==> src/rtl/dl_pkg.sv <==
// Shared types and defaults for the ROM download router.
package dl_pkg;

  localparam int unsigned ADDR_W_DEF  = 25;
  localparam int unsigned WORD_W      = 23;
  localparam logic [7:0]  ROM_IDX_DEF = 8'd0;
  localparam logic [7:0]  MOD_IDX_DEF = 8'd1;
  localparam logic [7:0]  DIP_IDX_DEF = 8'd254;

  typedef enum logic [1:0] {
    ST_IDLE,
    ST_ISSUE,
    ST_WAIT_ACK
  } dl_state_e;

endpackage

==> src/rtl/dl_window_match.sv <==
// Inclusive address window decode for one SDRAM port, plus the port-relative word address.
module dl_window_match
  import dl_pkg::*;
#(
  parameter int unsigned ADDR_W = ADDR_W_DEF,
  parameter logic [31:0] BASE   = 32'h0000_0000,
  parameter logic [31:0] LIMIT  = 32'hFFFF_FFFF
) (
  input  logic [ADDR_W-1:0] addr,
  output logic              hit_c,
  output logic [WORD_W-1:0] word_c
);

  logic [31:0] addr32;
  logic [32:0] lo_d;
  logic [32:0] hi_d;
  logic        unused_bits;

  // A borrow out of either subtraction means the address is outside the window.
  assign addr32 = 32'(addr);
  assign lo_d   = {1'b0, addr32} - {1'b0, BASE};
  assign hi_d   = {1'b0, LIMIT} - {1'b0, addr32};
  assign hit_c  = ~lo_d[32] & ~hi_d[32];
  assign word_c = lo_d[WORD_W:1];

  assign unused_bits = ^{lo_d[31:WORD_W+1], lo_d[0], hi_d[31:0]};

endmodule

==> src/rtl/rom_dl_router.sv <==
// Routes HPS ioctl ROM bytes to up to four SDRAM write ports over a toggle
// handshake, captures mod/DIP bytes and stretches core reset after the load.
module rom_dl_router
  import dl_pkg::*;
#(
  parameter int unsigned                NUM_PORTS  = 2,
  parameter int unsigned                ADDR_W     = ADDR_W_DEF,
  parameter logic [NUM_PORTS-1:0][31:0] PORT_BASE  = {32'h0003_0000, 32'h0000_0000},
  parameter logic [NUM_PORTS-1:0][31:0] PORT_LIMIT = {32'h0009_FFFF, 32'h0009_FFFF},
  parameter logic [7:0]                 ROM_IDX    = ROM_IDX_DEF,
  parameter logic [7:0]                 MOD_IDX    = MOD_IDX_DEF,
  parameter logic [7:0]                 DIP_IDX    = DIP_IDX_DEF,
  parameter logic [15:0]                HOLD       = 16'hFFFF
) (
  input  logic                        clk_sys,
  input  logic                        reset_n,
  input  logic                        ioctl_download,
  input  logic                        ioctl_wr,
  input  logic [7:0]                  ioctl_index,
  input  logic [ADDR_W-1:0]           ioctl_addr,
  input  logic [7:0]                  ioctl_dout,
  output logic                        ioctl_wait,
  output logic [NUM_PORTS-1:0]        port_req,
  input  logic [NUM_PORTS-1:0]        port_ack,
  output logic [NUM_PORTS*WORD_W-1:0] port_a,
  output logic [1:0]                  port_ds,
  output logic [15:0]                 port_d,
  output logic                        port_we,
  input  logic                        user_reset,
  output logic [7:0]                  core_mod,
  output logic [63:0]                 dip_sw,
  output logic                        rom_loaded,
  output logic                        core_reset,
  output logic                        overrun
);

  dl_state_e            state_q;
  dl_state_e            state_n;
  logic [NUM_PORTS-1:0] req_n;
  logic [NUM_PORTS-1:0] hit_q;
  logic [NUM_PORTS-1:0] hit_c;
  logic [WORD_W-1:0]    word_c [NUM_PORTS];
  logic                 wr_q;
  logic                 rom_sel_q;
  logic                 accept_c;
  logic [15:0]          cnt_q;

  logic wr_edge_c;
  logic rom_sel_c;
  logic idle_wr_c;
  assign wr_edge_c = ioctl_wr & ~wr_q;
  assign rom_sel_c = ioctl_download & (ioctl_index == ROM_IDX);
  assign idle_wr_c = wr_edge_c & ioctl_download & (state_q == ST_IDLE);

  for (genvar g = 0; g < NUM_PORTS; g++) begin : g_win
    dl_window_match #(
      .ADDR_W (ADDR_W),
      .BASE   (PORT_BASE[g]),
      .LIMIT  (PORT_LIMIT[g])
    ) u_win (
      .addr   (ioctl_addr),
      .hit_c  (hit_c[g]),
      .word_c (word_c[g])
    );
  end

  always_ff @(posedge clk_sys or negedge reset_n) begin
    if (!reset_n) state_q <= ST_IDLE;
    else          state_q <= state_n;
  end

  always_comb begin
    state_n  = state_q;
    req_n    = port_req;
    accept_c = 1'b0;
    case (state_q)
      ST_IDLE: begin
        if (idle_wr_c && (ioctl_index == ROM_IDX) && (hit_c != '0)) begin
          accept_c = 1'b1;
          state_n  = ST_ISSUE;
        end
      end
      ST_ISSUE: begin
        req_n   = port_req ^ hit_q;
        state_n = ST_WAIT_ACK;
      end
      ST_WAIT_ACK: begin
        // Only ports that took part in this transfer gate the return to idle.
        if (((port_ack ^ port_req) & hit_q) == '0) state_n = ST_IDLE;
      end
      default: state_n = ST_IDLE;
    endcase
  end

  // Handshake datapath, side-band captures and loaded/overrun flags.
  always_ff @(posedge clk_sys or negedge reset_n) begin
    if (!reset_n) begin
      wr_q       <= 1'b0;
      rom_sel_q  <= 1'b0;
      port_we    <= 1'b0;
      ioctl_wait <= 1'b0;
      port_req   <= '0;
      hit_q      <= '0;
      port_a     <= '0;
      port_ds    <= '0;
      port_d     <= '0;
      core_mod   <= '0;
      dip_sw     <= '0;
      rom_loaded <= 1'b0;
      overrun    <= 1'b0;
    end else begin
      wr_q       <= ioctl_wr;
      rom_sel_q  <= rom_sel_c;
      port_we    <= ioctl_download;
      ioctl_wait <= (state_n != ST_IDLE);
      port_req   <= req_n;
      if (accept_c) begin
        hit_q   <= hit_c;
        port_ds <= {ioctl_addr[0], ~ioctl_addr[0]};
        port_d  <= {ioctl_dout, ioctl_dout};
        for (int i = 0; i < NUM_PORTS; i++) begin
          if (hit_c[i]) port_a[i*WORD_W +: WORD_W] <= word_c[i];
        end
      end
      if (wr_edge_c && (state_q != ST_IDLE)) overrun <= 1'b1;
      if (rom_sel_q && !rom_sel_c) rom_loaded <= 1'b1;
      if (idle_wr_c && (ioctl_index == MOD_IDX)) core_mod <= ioctl_dout;
      if (idle_wr_c && (ioctl_index == DIP_IDX) && (ioctl_addr[ADDR_W-1:3] == '0))
        dip_sw[{ioctl_addr[2:0], 3'b000} +: 8] <= ioctl_dout;
    end
  end

  // Core reset stretch: reloads while held or not yet loaded, then counts out.
  always_ff @(posedge clk_sys or negedge reset_n) begin
    if (!reset_n) begin
      cnt_q      <= HOLD;
      core_reset <= 1'b1;
    end else begin
      if (user_reset || !rom_loaded) cnt_q <= HOLD;
      else if (cnt_q != '0)          cnt_q <= cnt_q - 16'd1;
      core_reset <= (cnt_q != '0);
    end
  end

endmodule

==> config.mk <==
export PLATFORM = sky130hd
export DESIGN_NAME = rom_dl_router
export DESIGN_NICKNAME = d
export VERILOG_FILES = /design/src/rtl/dl_pkg.sv /design/src/rtl/dl_window_match.sv /design/src/rtl/rom_dl_router.sv
export SDC_FILE = /design/constraint.sdc
export NUM_CORES = 1
export LEC_CHECK = 0
export ABC_AREA = 1
export ABC_CLOCK_PERIOD_IN_PS = 2400
export BUFFER_PORTS_ARGS = -buffer_cell sky130_fd_sc_hd__buf_2
export CORE_UTILIZATION = 50
export CTS_CLUSTER_DIAMETER = 50
export DETAILED_ROUTE_END_ITERATION = 16
export GPL_TIMING_DRIVEN = 1
export HOLD_SLACK_MARGIN = 0.05
export PLACE_DENSITY = 0.83
export SYNTH_ARGS = -nofsm -noshare
export SYNTH_HDL_FRONTEND = slang
export SYNTH_HIERARCHICAL = 1
export SYNTH_SLANG_ARGS = --single-unit
==> constraint.sdc <==
create_clock -name clk_sys -period 2.4 [get_ports clk_sys]
set_clock_uncertainty 0.15 [all_clocks]
set_input_delay 0.36 -clock clk_sys [delete_from_list [all_inputs] [get_ports clk_sys]]
set_output_delay 0.36 -clock clk_sys [all_outputs]
set_load 0.05 [all_outputs]
==> results.toml <==
[clocking]
cts.clk_slew.worst_paths_ns = 0.06
h-tree-depth = 4
cts_tree = "built"
cts_buffers = 17
clk_path_buf_depth = 2
insertion_delay_ns = 0.43
root_buffer = "clkbuf_16"
clock-sinks = 157
cts_hold_buf = 15
post_cts_buffers = 0
ctsResizeCount = 0

[worst_setup_path]
path_delay_family = "simple AND/OR/NAND/NOR gates"
crit_chain = "dlygate4sd3_1 > buf_2 > nor2_1 > nand4_1 > nor2_4 > buf_4 > nand3_2 > nand2_1 > nand2_1"
critical_path_arrival_ns = 2.43
end_kind = "flop"
r2r_slack_ns = 0.43
cp_common_cell = "nand2_1"
cp-start-kind = "input port"
crit_fanout = 13
crit_required_ns = 2.57
worst-path-buf-inv = 3
rr_endpoint = "dip_sw[33]"
crit_type = "in -> reg"
slowest_delay_ns = 0.54
r2r_start = "wr_q"
slowest_stage = "dlygate4sd3_1"
ff2ff_path_depth = 9

[placement]
dp.cells = 1330
place_ws_ns = 0.145
port_buffers = 190
place_hpwl_um = 14300
place_congestion = 0.913

[sta]
period_needed_ns = 2.26
hold_violations = 0
post-route-period-util_pct = 94.2
finalSetupTns_ns = 0
drv_slew = 0
tightest_slew_ns = 0.575
max-slew-margin-rel_pct = 61.7
rsz0062_at_grt = "no"
max_freq_mhz = 442
timing.final.ws_setup_ns = 0.140
finalSetupViolations = 0

[drt]
dr.pass1.iters = 6
wl_um = 20100
wire_per_inst_um = 14.6
drt_iter0_drc = 401
antenna_left = 0
drc = 0
vias = 7007
via_per_inst = 5.09

[cells_and_area]
regArea_mm2 = 0.00395
utilization_pct = 62.0
final_layout_size_suffix_gt1_share_pct = 25.3
multi_input_area_mm2 = 0.00280
num-fill-cells = 1326
final_cell_mix = "nand2_1 (261), buf_2 (189), inv_1 (155)"
final_common_cell = "nand2_1"
instances_no_fill = 1377
area_growth_pct = 19.7
nets = 1206

[power_and_ir_drop]
pwr_density_cell_mw_per_mm2 = 571
p_leak_nw = 5.14
peakVddDrop_v = 0.000486

[synth]
synth_edf_count = 0
synth-seq-area-share_pct = 49.8
syn-instance-count = 979
synth_nets = 1032
synth_cell_types = 34
synth-main-ff-cell = "dfrtp_1"
synth-seq-cells = 157
synthesis.area_mm2 = 0.00793
avgSynthCellArea_um2 = 8.10
yosys_warnings = 6
synth-async-reset-ratio_pct = 100

[hold_path]
worstHoldPathCells = 3
hp-class = "in -> reg"
hold_start = "ioctl_addr[5]"
whs_endpoint = "port_a[27]"

[global_routing]
grt_max_degree = 58
grt_pass1_wl_um = 31600
grt_pass1_vias = 6535
grt_antenna_before_repair = 2
grt.overflow.total = 0
grt_usage_pct = 25.0

[floorplanning]
ioPinCount = 191
die_area_mm2 = 0.0164
initial_core_util_pct = 51.8
core_area_mm2 = 0.0153
rows = 45
die_w_um = 128
die_y_um = 128

[run]
maxCapViolCount = 0

[outcome]
status = "completed"
-- metrics by stage --
step           area, µm²  hold slack (ns)  power (mW)
3_5_place_dp        8830            0.222        3.06
5_1_grt             9490           0.0791        5.60
3_3_place_gp        8830            0.221        3.05
6_report            9490           0.0667        5.42
4_1_cts             9490           0.0576        5.44
2_1_floorplan       7930          -0.0856        2.91
-- sequential cells by signal (all words and copies together) (netlist names) --
signal,cells
cnt_q,16
core_mod,8
core_reset,1
dip_sw,64
hit_q,2
ioctl_wait,1
overrun,1
port_a,46
port_d,8
port_ds,2
port_req,2
port_we,1
rom_loaded,1
rom_sel_q,1
state_q,2
wr_q,1
-- tightest hold or removal path, cell delays in order --
cell	delay [ns]
buf_2	0.11
o21ai_0	0.08
inv_1	0.06
-- worst max path at each step --
stage,slack (ns),to,startpoint,cells past startpoint
after global routing,0.03,dip_sw[9],ioctl_addr[10],8
after global placement,0.23,dip_sw[5],ioctl_addr[1],10
after floorplan,0.40,dip_sw[40],ioctl_addr[0],8
final,0.14,dip_sw[49],ioctl_addr[9],9
after detailed placement,0.15,dip_sw[5],ioctl_addr[1],10
after CTS,0.16,dip_sw[55],ioctl_addr[10],9
-- report_power, final --
group          switching [mW]  total (mW)  leakage, nW  internal (mW)
clock network            1.07        2.38        0.234           1.31
registers             0.00491        2.67         1.88           2.66
logic                   0.258       0.373         3.02          0.115
-- final cells by class --
cell class / count / share of cell area [%]
clock buffer: 20 / 4.60
inverter: 161 / 6.37
timing repair buffer: 232 / 14.3
sequential: 157 / 41.6
clock inverter: 10 / 0.738
multi-input combinational: 584 / 29.5
tap: 211 / 2.78
antenna: 2 / 0.0527
-- synthesized netlist by cell type (5+ instances only) --
cell | number | area share [%]
dfrtp_1 | 140 | 44
buf_2 | 9 | 0.57
clkbuf_1 | 8 | 0.38
inv_2 | 5 | 0.24
nand3_1 | 36 | 2.3
nand3_2 | 5 | 0.63
buf_4 | 46 | 4.4
inv_1 | 155 | 7.3
a21oi_1 | 7 | 0.44
nand4_1 | 74 | 5.8
nor2_1 | 80 | 3.8
o21ai_0 | 76 | 4.8
buf_6 | 13 | 1.8
dfstp_2 | 17 | 5.6
ha_1 | 5 | 0.79
nand2_1 | 261 | 12
nor2_2 | 11 | 0.87
-- layer usage --
metal  up-vias  share of wire [%]  global-route usage, %  wire (µm)
met4         0                3.1                   11.7        615
met5         -                  0                      0          0
met1      3262                 41                   31.0       8340
met2       314                 48                   40.7       9570
met3        48                7.8                   6.72       1580
li1       3383                  -                      -          -
-- cells by family after synthesis --
kind of cell / count (synthesis) / synth area share [%]
and+or+nand+nor: 484 / 28.1
buffers and inverters: 238 / 14.8
DFF: 157 / 49.8
AOI/OAI and AO/OA: 89 / 5.78
xor gates and xnor gates: 6 / 0.663
adders and majority gates: 5 / 0.789
(Power assumes the default switching activity.)
